[config.mk]
export PLATFORM = sky130hd
export DESIGN_NAME = if_fetch_stage
export DESIGN_NICKNAME = d
export VERILOG_FILES = /design/src/rtl/if_fetch_stage.sv
export SDC_FILE = /design/constraint.sdc
export NUM_CORES = 1
export LEC_CHECK = 0
export BUFFER_PORTS_ARGS = -buffer_cell sky130_fd_sc_hd__buf_2
export CAP_MARGIN = 30
export CORE_MARGIN = 2
export CORE_UTILIZATION = 40
export CTS_CLUSTER_SIZE = 20
export DETAILED_ROUTE_END_ITERATION = 10
export PLACE_DENSITY_LB_ADDON = 0.08
export SKIP_LAST_GASP = 1
export SYNTH_ARGS = -nofsm -noshare
export SYNTH_HDL_FRONTEND = slang
export SYNTH_SLANG_ARGS = --single-unit
[constraint.sdc]
create_clock -name clk -period 2.4 [get_ports clk]
set_input_delay 0.36 -clock clk [delete_from_list [all_inputs] [get_ports clk]]
set_output_delay 0.36 -clock clk [all_outputs]
set_load 0.03 [all_outputs]
[src/rtl/if_fetch_stage.sv]
`default_nettype none
// ============================================================================
//  Module   : if_fetch_stage
//  Purpose  : Instruction fetch. Owns the PC, keeps one imem request in
//             flight, and registers {pc, pc+4, instr, valid} for IF/ID.
//  Revision : 1.0  initial release
// ============================================================================
module if_fetch_stage #(
    parameter logic [31:0] RESET_PC  = 32'h0000_0000,
    parameter logic [31:0] NOP_INSTR = 32'h0000_0013
) (
    input  logic        clk,
    input  logic        rst,
    input  logic        stall,
    input  logic        redirect,
    input  logic [31:0] redirect_pc,
    output logic        imem_req,
    output logic [31:0] imem_addr,
    input  logic        imem_gnt,
    input  logic        imem_rvalid,
    input  logic [31:0] imem_rdata,
    output logic        if_valid,
    output logic [31:0] if_pc,
    output logic [31:0] if_pc_plus_4,
    output logic [31:0] if_instruction
);

    localparam logic [31:0] C_PC_STEP = 32'd4;

    typedef enum logic [1:0] {
        ST_FETCH = 2'd0,
        ST_WAIT  = 2'd1,
        ST_HOLD  = 2'd2,
        ST_DRAIN = 2'd3
    } state_e;

    state_e      state_q, state_d;
    logic [31:0] pc_q, pc_d;
    logic [31:0] req_pc_q, req_pc_d;
    logic [31:0] skid_instr_q, skid_instr_d;
    logic        valid_q, valid_d;
    logic [31:0] slot_pc_q, slot_pc_d;
    logic [31:0] slot_pc4_q, slot_pc4_d;
    logic [31:0] slot_instr_q, slot_instr_d;

    logic        w_consume;
    logic        w_resp_owed;
    logic [31:0] w_redirect_target;

    assign w_consume         = valid_q && !stall;
    assign w_redirect_target = redirect_pc & ~32'd3;
    assign w_resp_owed       = ((state_q == ST_WAIT)  && !imem_rvalid) ||
                               ((state_q == ST_FETCH) &&  imem_gnt)    ||
                               ((state_q == ST_DRAIN) && !imem_rvalid);

    // The skid entry is full exactly while in HOLD; its PC is req_pc_q since
    // no new request is issued until the skid drains.
    always_comb begin
        state_d      = state_q;
        pc_d         = pc_q;
        req_pc_d     = req_pc_q;
        skid_instr_d = skid_instr_q;
        valid_d      = valid_q;
        slot_pc_d    = slot_pc_q;
        slot_pc4_d   = slot_pc4_q;
        slot_instr_d = slot_instr_q;

        if (w_consume) begin
            valid_d      = 1'b0;
            slot_instr_d = NOP_INSTR;
        end

        case (state_q)
            ST_FETCH: begin
                if (imem_gnt) begin
                    req_pc_d = pc_q;
                    pc_d     = pc_q + C_PC_STEP;
                    state_d  = ST_WAIT;
                end
            end
            ST_WAIT: begin
                if (imem_rvalid) begin
                    if (!valid_q || w_consume) begin
                        valid_d      = 1'b1;
                        slot_pc_d    = req_pc_q;
                        slot_pc4_d   = req_pc_q + C_PC_STEP;
                        slot_instr_d = imem_rdata;
                        state_d      = ST_FETCH;
                    end else begin
                        skid_instr_d = imem_rdata;
                        state_d      = ST_HOLD;
                    end
                end
            end
            ST_HOLD: begin
                if (w_consume) begin
                    valid_d      = 1'b1;
                    slot_pc_d    = req_pc_q;
                    slot_pc4_d   = req_pc_q + C_PC_STEP;
                    slot_instr_d = skid_instr_q;
                    state_d      = ST_FETCH;
                end
            end
            ST_DRAIN: begin
                if (imem_rvalid) begin
                    state_d = ST_FETCH;
                end
            end
            default: state_d = ST_FETCH;
        endcase

        // Redirect overrides everything above; a request still in flight is
        // tracked through DRAIN so its response gets dropped.
        if (redirect) begin
            pc_d         = w_redirect_target;
            valid_d      = 1'b0;
            slot_instr_d = NOP_INSTR;
            state_d      = w_resp_owed ? ST_DRAIN : ST_FETCH;
        end
    end

    always_ff @(posedge clk) begin
        if (rst) begin
            state_q      <= ST_FETCH;
            pc_q         <= RESET_PC;
            req_pc_q     <= RESET_PC;
            skid_instr_q <= NOP_INSTR;
            valid_q      <= 1'b0;
            slot_pc_q    <= 32'd0;
            slot_pc4_q   <= 32'd0;
            slot_instr_q <= NOP_INSTR;
        end else begin
            state_q      <= state_d;
            pc_q         <= pc_d;
            req_pc_q     <= req_pc_d;
            skid_instr_q <= skid_instr_d;
            valid_q      <= valid_d;
            slot_pc_q    <= slot_pc_d;
            slot_pc4_q   <= slot_pc4_d;
            slot_instr_q <= slot_instr_d;
        end
    end

    assign imem_req       = (state_q == ST_FETCH);
    assign imem_addr      = pc_q;
    assign if_valid       = valid_q;
    assign if_pc          = slot_pc_q;
    assign if_pc_plus_4   = slot_pc4_q;
    assign if_instruction = slot_instr_q;

endmodule
`default_nettype wire

Yosys cells after proc, flatten, opt, wreduce, memory -nomap -nowiden
Index checks and enable logic that the tools add are counted.
{ "totals": {"word_cells": 71, "output_inout_bits": 130, "input_bits": 70, "ff_bits": 195} }
{ "classes": {"muxes": 29, "n_eq_ne": 10, "bitwise": 1, "add_sub_neg": 2, "n_reduce_logical": 20} }
{ "ops": {"columns": ["operator", "n"], "rows": [
  ["32-bit two-way mux", 13],
  ["32-bit case mux with 2 select lines", 3],
  ["32-bit by 3-bit adder with 32-bit output (second input constant)", 2],
  ["2-bit two-way mux", 7],
  ["3-bit inequality test (second input constant)", 3],
  ["2-bit case mux with 4 select lines", 1],
  ["4-bit AND reduction", 2],
  ["2-bit nonzero test", 3],
  ["2-bit == test (second input constant)", 2],
  ["1-bit logical AND", 4],
  ["1-bit two-way mux", 4],
  ["2-bit inequality test (second input constant)", 2],
  ["2-bit AND reduction", 2],
  ["1-bit zero test", 3],
  ["1-bit logical OR", 3],
  ["3-bit by 2-bit inequality test with 1-bit output (second input constant)", 1],
  ["3-bit AND reduction", 1],
  ["2-bit by 1-bit == test with 1-bit output (second input constant)", 1],
  ["2-bit zero test", 1],
  ["2-bit by 1-bit inequality test with 1-bit output (second input constant)", 1],
  ["1-bit case mux with 2 select lines", 1],
  ["2-bit OR reduction", 1],
  ["1-bit inverter", 1]
]} }

Logic depth before layout (Yosys ltp)
{ "depth": {"word_depth": 7, "mapped_depth": 10, "depth_no_buf": 6} }

Worst setup path before layout
Ideal clock, no wire load.
{ "synth_timing": {"path_kind": "register -> register", "from": "register state_q[0]", "to": "register pc_q[24] (netlist: imem_addr[24])", "path_buffers": 1, "required_time_ns": 2.309, "path_stages_with_launch": 8, "setup_ns": 0.091, "t_arrival_ns": 2.401, "slack_ns": -0.092, "period_less_slack_ns": 2.492, "path_cell_list": "dfxtp_1 -> inv_1 -> ha_1 -> nand4_1 -> or4_1 -> clkbuf_1 -> or4_1 -> a311oi_1"} }
{ "synth_between": {"elab_chain_cells": 3} }
{ "synth_rtl": {"columns": ["item", "line_no", "source"], "rows": [
  ["start: declaration", "37", "state_e state_q, state_d;"],
  ["start signal: assignment", "133", "state_q <= state_d;"],
  ["2-bit zero test", null, null],
  ["net imem_req", "17", "output logic imem_req,"],
  ["2-bit nonzero test (no source line)", null, null],
  ["2-bit AND reduction (no source line)", null, null],
  ["end signal: assignment", "134", "pc_q <= pc_d;"],
  ["end: declaration", "38", "logic [31:0] pc_q, pc_d;"]
]} }
The timed path passes the listed nets, and every way through them passes these cells.
A chain may end at the register's enable or synchronous reset.

Worst setup path in the final report
{ "layout_timing": {"from": "register state_q[0]", "to": "register pc_q[18] (netlist: imem_addr[18])"} }
{ "layout_between": {"elab_chain_cells": 3} }
{ "layout_rtl": {"columns": ["item", "line_no", "source"], "rows": [
  ["2-bit zero test", "73", "case (state_q)"],
  ["2-bit nonzero test (no source line)", null, null],
  ["2-bit AND reduction (no source line)", null, null]
]} }
Every way passes these cells.

==> flow_results.xml <==
<?xml version="1.0" encoding="UTF-8"?>
<metrics>
  <group name="yosys">
    <metric name="postSynthAreaPerCell" unit="um^2">7.804</metric>
    <metric name="post_synthesis_xor_xnor_area_fraction" unit="">0.02177</metric>
    <metric name="syn-instance-count" unit="">1186</metric>
    <metric name="post_synth_and_or_nand_nor_area_fraction" unit="">0.2547</metric>
    <metric name="post_synth_cell_types" unit="">56</metric>
    <metric name="synth_async_sr_flop_share" unit="">0</metric>
    <metric name="yosysSeqAreaShare" unit="">0.4045</metric>
    <metric name="synth_mux_area_frac" unit="">0.04096</metric>
    <metric name="dominantRegCellSynth" unit="">sky130_fd_sc_hd__dfxtp_1</metric>
    <metric name="yosys_register_bits" unit="">187</metric>
    <metric name="synth_edf_count" unit="">0</metric>
    <metric name="synth_compound_area_frac" unit="">0.2150</metric>
    <metric name="synth-adder-area-share" unit="">0.009463</metric>
    <metric name="mappedNetlistArea" unit="um^2">9255</metric>
    <metric name="yosysWarningCount" unit="">0</metric>
    <metric name="synth_top_family_by_area" unit="">simple AND/OR/NAND/NOR gates</metric>
  </group>
  <group name="grt">
    <metric name="grt_max_degree" unit="">101</metric>
    <metric name="antenna_found_initial" unit="">2</metric>
    <metric name="grt_usage" unit="">0.2157</metric>
    <metric name="first_pass_grt_wire_length" unit="um">42460</metric>
    <metric name="grt_pass1_vias" unit="">8069</metric>
    <metric name="grt_overflow_total" unit="">0</metric>
  </group>
  <group name="clock_tree">
    <metric name="cts.repair_timing.setup_buffer_count" unit="">0</metric>
    <metric name="maximum_number_of_buffers_from_clock_root_to_sink" unit="">2</metric>
    <metric name="clock_latency_at_the_later_pin_of_the_worst_skew_pair" unit="ns">0.44</metric>
    <metric name="cts_repair_resize_count" unit="">0</metric>
    <metric name="tritoncts" unit="">yes</metric>
    <metric name="cts-root-buf" unit="">sky130_fd_sc_hd__clkbuf_16</metric>
    <metric name="cts-buffers-inserted" unit="">17</metric>
    <metric name="clk_pin_slew" unit="ns">0.08</metric>
    <metric name="holdBufCountCts" unit="">0</metric>
    <metric name="h-tree-depth" unit="">4</metric>
    <metric name="cts_num_sinks" unit="">187</metric>
  </group>
  <group name="floorplanning">
    <metric name="die_span_x" unit="um">156.1</metric>
    <metric name="die_y" unit="um">156.1</metric>
    <metric name="die_ar" unit="um^2">24370</metric>
    <metric name="io-pin-count" unit="">200</metric>
    <metric name="design.core.area" unit="um^2">22710</metric>
    <metric name="fp-row-count" unit="">55</metric>
    <metric name="initial_core_util" unit="">0.4075</metric>
  </group>
  <group name="sta">
    <metric name="worst_slew_pin_slew" unit="ns">0.6506</metric>
    <metric name="final.setup_skew" unit="ns">0.01265</metric>
    <metric name="fmax" unit="GHz">0.4474</metric>
    <metric name="max_slew_headroom" unit="">0.5623</metric>
    <metric name="timing.final.crit_share" unit="">0.9313</metric>
    <metric name="rsz0062_at_grt" unit="">no</metric>
    <metric name="finalWorstPathRequiredPeriod" unit="ns">2.235</metric>
    <metric name="fin_tns_setup" unit="ns">0</metric>
    <metric name="number_of_hold_violations_in_the_final_report" unit="">0</metric>
    <metric name="setup_viol_count_final" unit="">0</metric>
    <metric name="timing.final.max_slew_violations" unit="">0</metric>
    <metric name="finalWorstSetupSlack" unit="ns">0.1650</metric>
  </group>
  <group name="place">
    <metric name="detailedPlacementHpwl" unit="um">17710</metric>
    <metric name="routabilityCongestion" unit="">0.8213</metric>
    <metric name="dpl.cell_count" unit="">1598</metric>
    <metric name="numPortBuffers" unit="">191</metric>
    <metric name="detailedPlace.worstSlack" unit="ns">0.1808</metric>
  </group>
  <group name="critical_path">
    <metric name="r2r_setup_slack" unit="ns">0.16</metric>
    <metric name="worst_r2r_endpoint" unit="">imem_addr[18]$_SDFFE_PP0P_</metric>
    <metric name="timing.critical_path.from" unit="">state_q[0]$_SDFFE_PP0P_</metric>
    <metric name="rr_startpoint" unit="">state_q[0]$_SDFFE_PP0P_</metric>
    <metric name="critPathBufInv" unit="">2</metric>
    <metric name="timing.critical_path.to" unit="">imem_addr[18]$_SDFFE_PP0P_</metric>
    <metric name="worstRegToRegCells" unit="">7</metric>
    <metric name="critical-path-top-delay-family" unit="">simple AND/OR/NAND/NOR gates</metric>
    <metric name="setup.worst_path.start_class" unit="">flop</metric>
    <metric name="critPathSlowestCell" unit="">sky130_fd_sc_hd__or4_1</metric>
    <metric name="critical_path_peak_fanout" unit="">6</metric>
    <metric name="max_stage_delay" unit="ns">0.56</metric>
    <metric name="timing.critical_path.cells" unit="">inv_1 &gt; ha_2 &gt; nand4_1 &gt; or4_1 &gt; buf_4 &gt; or3_1 &gt; a311oi_1</metric>
    <metric name="critPathCaptureType" unit="">flop</metric>
    <metric name="cp_num_cells" unit="">7</metric>
    <metric name="worst_ep_arrival_time" unit="ns">2.58</metric>
    <metric name="crit_type" unit="">reg2reg</metric>
    <metric name="timing.critical_path.required" unit="ns">2.74</metric>
  </group>
  <group name="route">
    <metric name="final_routed_drc_violation_total" unit="">0</metric>
    <metric name="num_vias" unit="">8803</metric>
    <metric name="first_iter_violations" unit="">500</metric>
    <metric name="wl_met3" unit="um">1620</metric>
    <metric name="dr_wl_met2" unit="um">12410</metric>
    <metric name="drt_wl_total" unit="um">26340</metric>
    <metric name="drt-wirelength-per-cell" unit="um">16.15</metric>
    <metric name="viasPerCell" unit="">5.397</metric>
    <metric name="wl_met1" unit="um">11890</metric>
    <metric name="dr.pass1.iters" unit="">5</metric>
    <metric name="top_layer_used" unit="">met5</metric>
    <metric name="antenna_violating_nets_post_route" unit="">0</metric>
  </group>
  <group name="layout">
    <metric name="most-common-layout-cells" unit="">sky130_fd_sc_hd__nand2_1, sky130_fd_sc_hd__buf_2, sky130_fd_sc_hd__dfxtp_1</metric>
    <metric name="mostFrequentLayoutCell" unit="">sky130_fd_sc_hd__nand2_1</metric>
    <metric name="finalNonFillerCells" unit="">1631</metric>
    <metric name="syn2layout_area_growth" unit="%">20.41</metric>
    <metric name="drive_gt1_frac" unit="">0.2558</metric>
    <metric name="num-nets-final" unit="">1409</metric>
    <metric name="final_layout_fill_cell_count" unit="">2325</metric>
  </group>
  <group name="flow_run">
    <metric name="maxCapViolations" unit="">0</metric>
  </group>
  <group name="hold_path">
    <metric name="hold_path.class" unit="">in2reg</metric>
  </group>
  <group name="power">
    <metric name="power_per_cell_area" unit="nW/um^2">686.7</metric>
    <metric name="vdd.ir_drop.worst" unit="uV">382.3</metric>
    <metric name="power.leakage" unit="nW">4.405</metric>
  </group>
  <group name="status">
    <metric name="outcome" unit="">complete, no violations</metric>
  </group>
</metrics>
worst min path at each step:
stage	start	to	slack [ns]	depth (start not counted)
after global routing	imem_rdata[5]	skid_instr_q[5]$_SDFFE_PP0P_	0.15	3
after CTS	imem_rdata[19]	skid_instr_q[19]$_SDFFE_PP0P_	0.15	3
after floorplan	skid_instr_q[0]$_SDFFE_PP1P_	skid_instr_q[0]$_SDFFE_PP1P_	0.43	2
after detailed placement	if_pc[7]$_SDFFE_PP0P_	if_pc[7]$_SDFFE_PP0P_	0.44	2
after global placement	if_pc[14]$_SDFFE_PP0P_	if_pc[14]$_SDFFE_PP0P_	0.44	2
final	imem_rdata[19]	skid_instr_q[19]$_SDFFE_PP0P_	0.16	3
final cells by class:
type,count,area (um^2),area share
flip-flops and latches,187,3745,0.3360
clock inverters,15,151.4,0.01358
repair buffers,231,1346,0.1208
inverters,14,52.55,0.004715
multi-input cells,881,5065,0.4545
diodes,1,2.502,0.0002245
well taps,285,356.6,0.03200
clock buffers,17,425.4,0.03817
sequential cells by signal (all words and copies together), names as in the netlist:
signal          cells
if_pc              30
skid_instr_q       32
if_instruction     32
imem_addr          30
state_q             2
req_pc_q           30
if_valid            1
if_pc_plus_4       30
per-stage QoR:
stage               utilization  power (mW)  cell area (um^2)  hold slack (ns)
global route             0.4906       8.013             11140           0.1538
global placement         0.4652       4.928             10570           0.4390
finish                   0.4907       7.653             11140           0.1583
floorplan                     -       4.467              9278           0.4324
CTS                      0.4906       7.740             11140           0.1492
detailed placement       0.4652       4.939             10570           0.4434
power by group:
group          total (mW)  internal [mW]  switching (mW)
logic                1.42          0.509           0.915
clock network        2.80           1.39            1.41
registers            3.43           3.27           0.163
total                7.65           5.17            2.49
synth_stat cells (all sizes together) (2+ instances only):
cell / count / area share
nand2: 305 / 0.12
dfxtp: 187 / 0.40
a21oi: 96 / 0.052
clkbuf: 93 / 0.038
nor2: 60 / 0.024
nand3: 51 / 0.028
a311oi: 32 / 0.030
a31oi: 31 / 0.021
mux2: 31 / 0.038
a21bo: 30 / 0.032
a21o: 29 / 0.024
a211oi: 24 / 0.019
nand4: 22 / 0.016
o21ai: 18 / 0.0097
or4: 18 / 0.015
buf: 16 / 0.0099
o31ai: 15 / 0.012
and3: 14 / 0.0095
inv: 14 / 0.0057
xor2: 13 / 0.012
nor4: 12 / 0.0088
xnor2: 10 / 0.0095
and4: 8 / 0.0076
nor3: 8 / 0.0043
ha: 7 / 0.0095
or3: 6 / 0.0043
and2: 5 / 0.0034
mux2i: 3 / 0.0032
nand3b: 3 / 0.0024
nor2b: 3 / 0.0020
a21boi: 2 / 0.0016
a31o: 2 / 0.0019
o21a: 2 / 0.0016
o21bai: 2 / 0.0016
or4b: 2 / 0.0022
layer usage:
layer  vias up  global-route usage
met1      4073              0.2806
met2       219              0.3576
met5         -                   0
li1       4481                   -
met3        28             0.04778
met4         2             0.06684
logic make-up (layout without fill, tap and decap cells):
family                   after synthesis  count (layout)
flip-flops                           187             187
other                                  1               7
adder cells (fa/ha/maj)                7               7
AND/OR/NAND/NOR                      520             520
AO/OA/AOI/OAI                        291             291
buffers and inverters                123             277
XOR/XNOR                              23              23
multiplexers                          34              34
worst register-to-register path: stages, from the launching register on:
cell and delay, ns:
sky130_fd_sc_hd__dfxtp_1 0.35, sky130_fd_sc_hd__inv_1 0.12, sky130_fd_sc_hd__ha_2 0.23, sky130_fd_sc_hd__nand4_1 0.12
sky130_fd_sc_hd__or4_1 0.56, sky130_fd_sc_hd__buf_4 0.19, sky130_fd_sc_hd__or3_1 0.34, sky130_fd_sc_hd__a311oi_1 0.24
No activity file was read; power rests on OpenSTA's default activity.
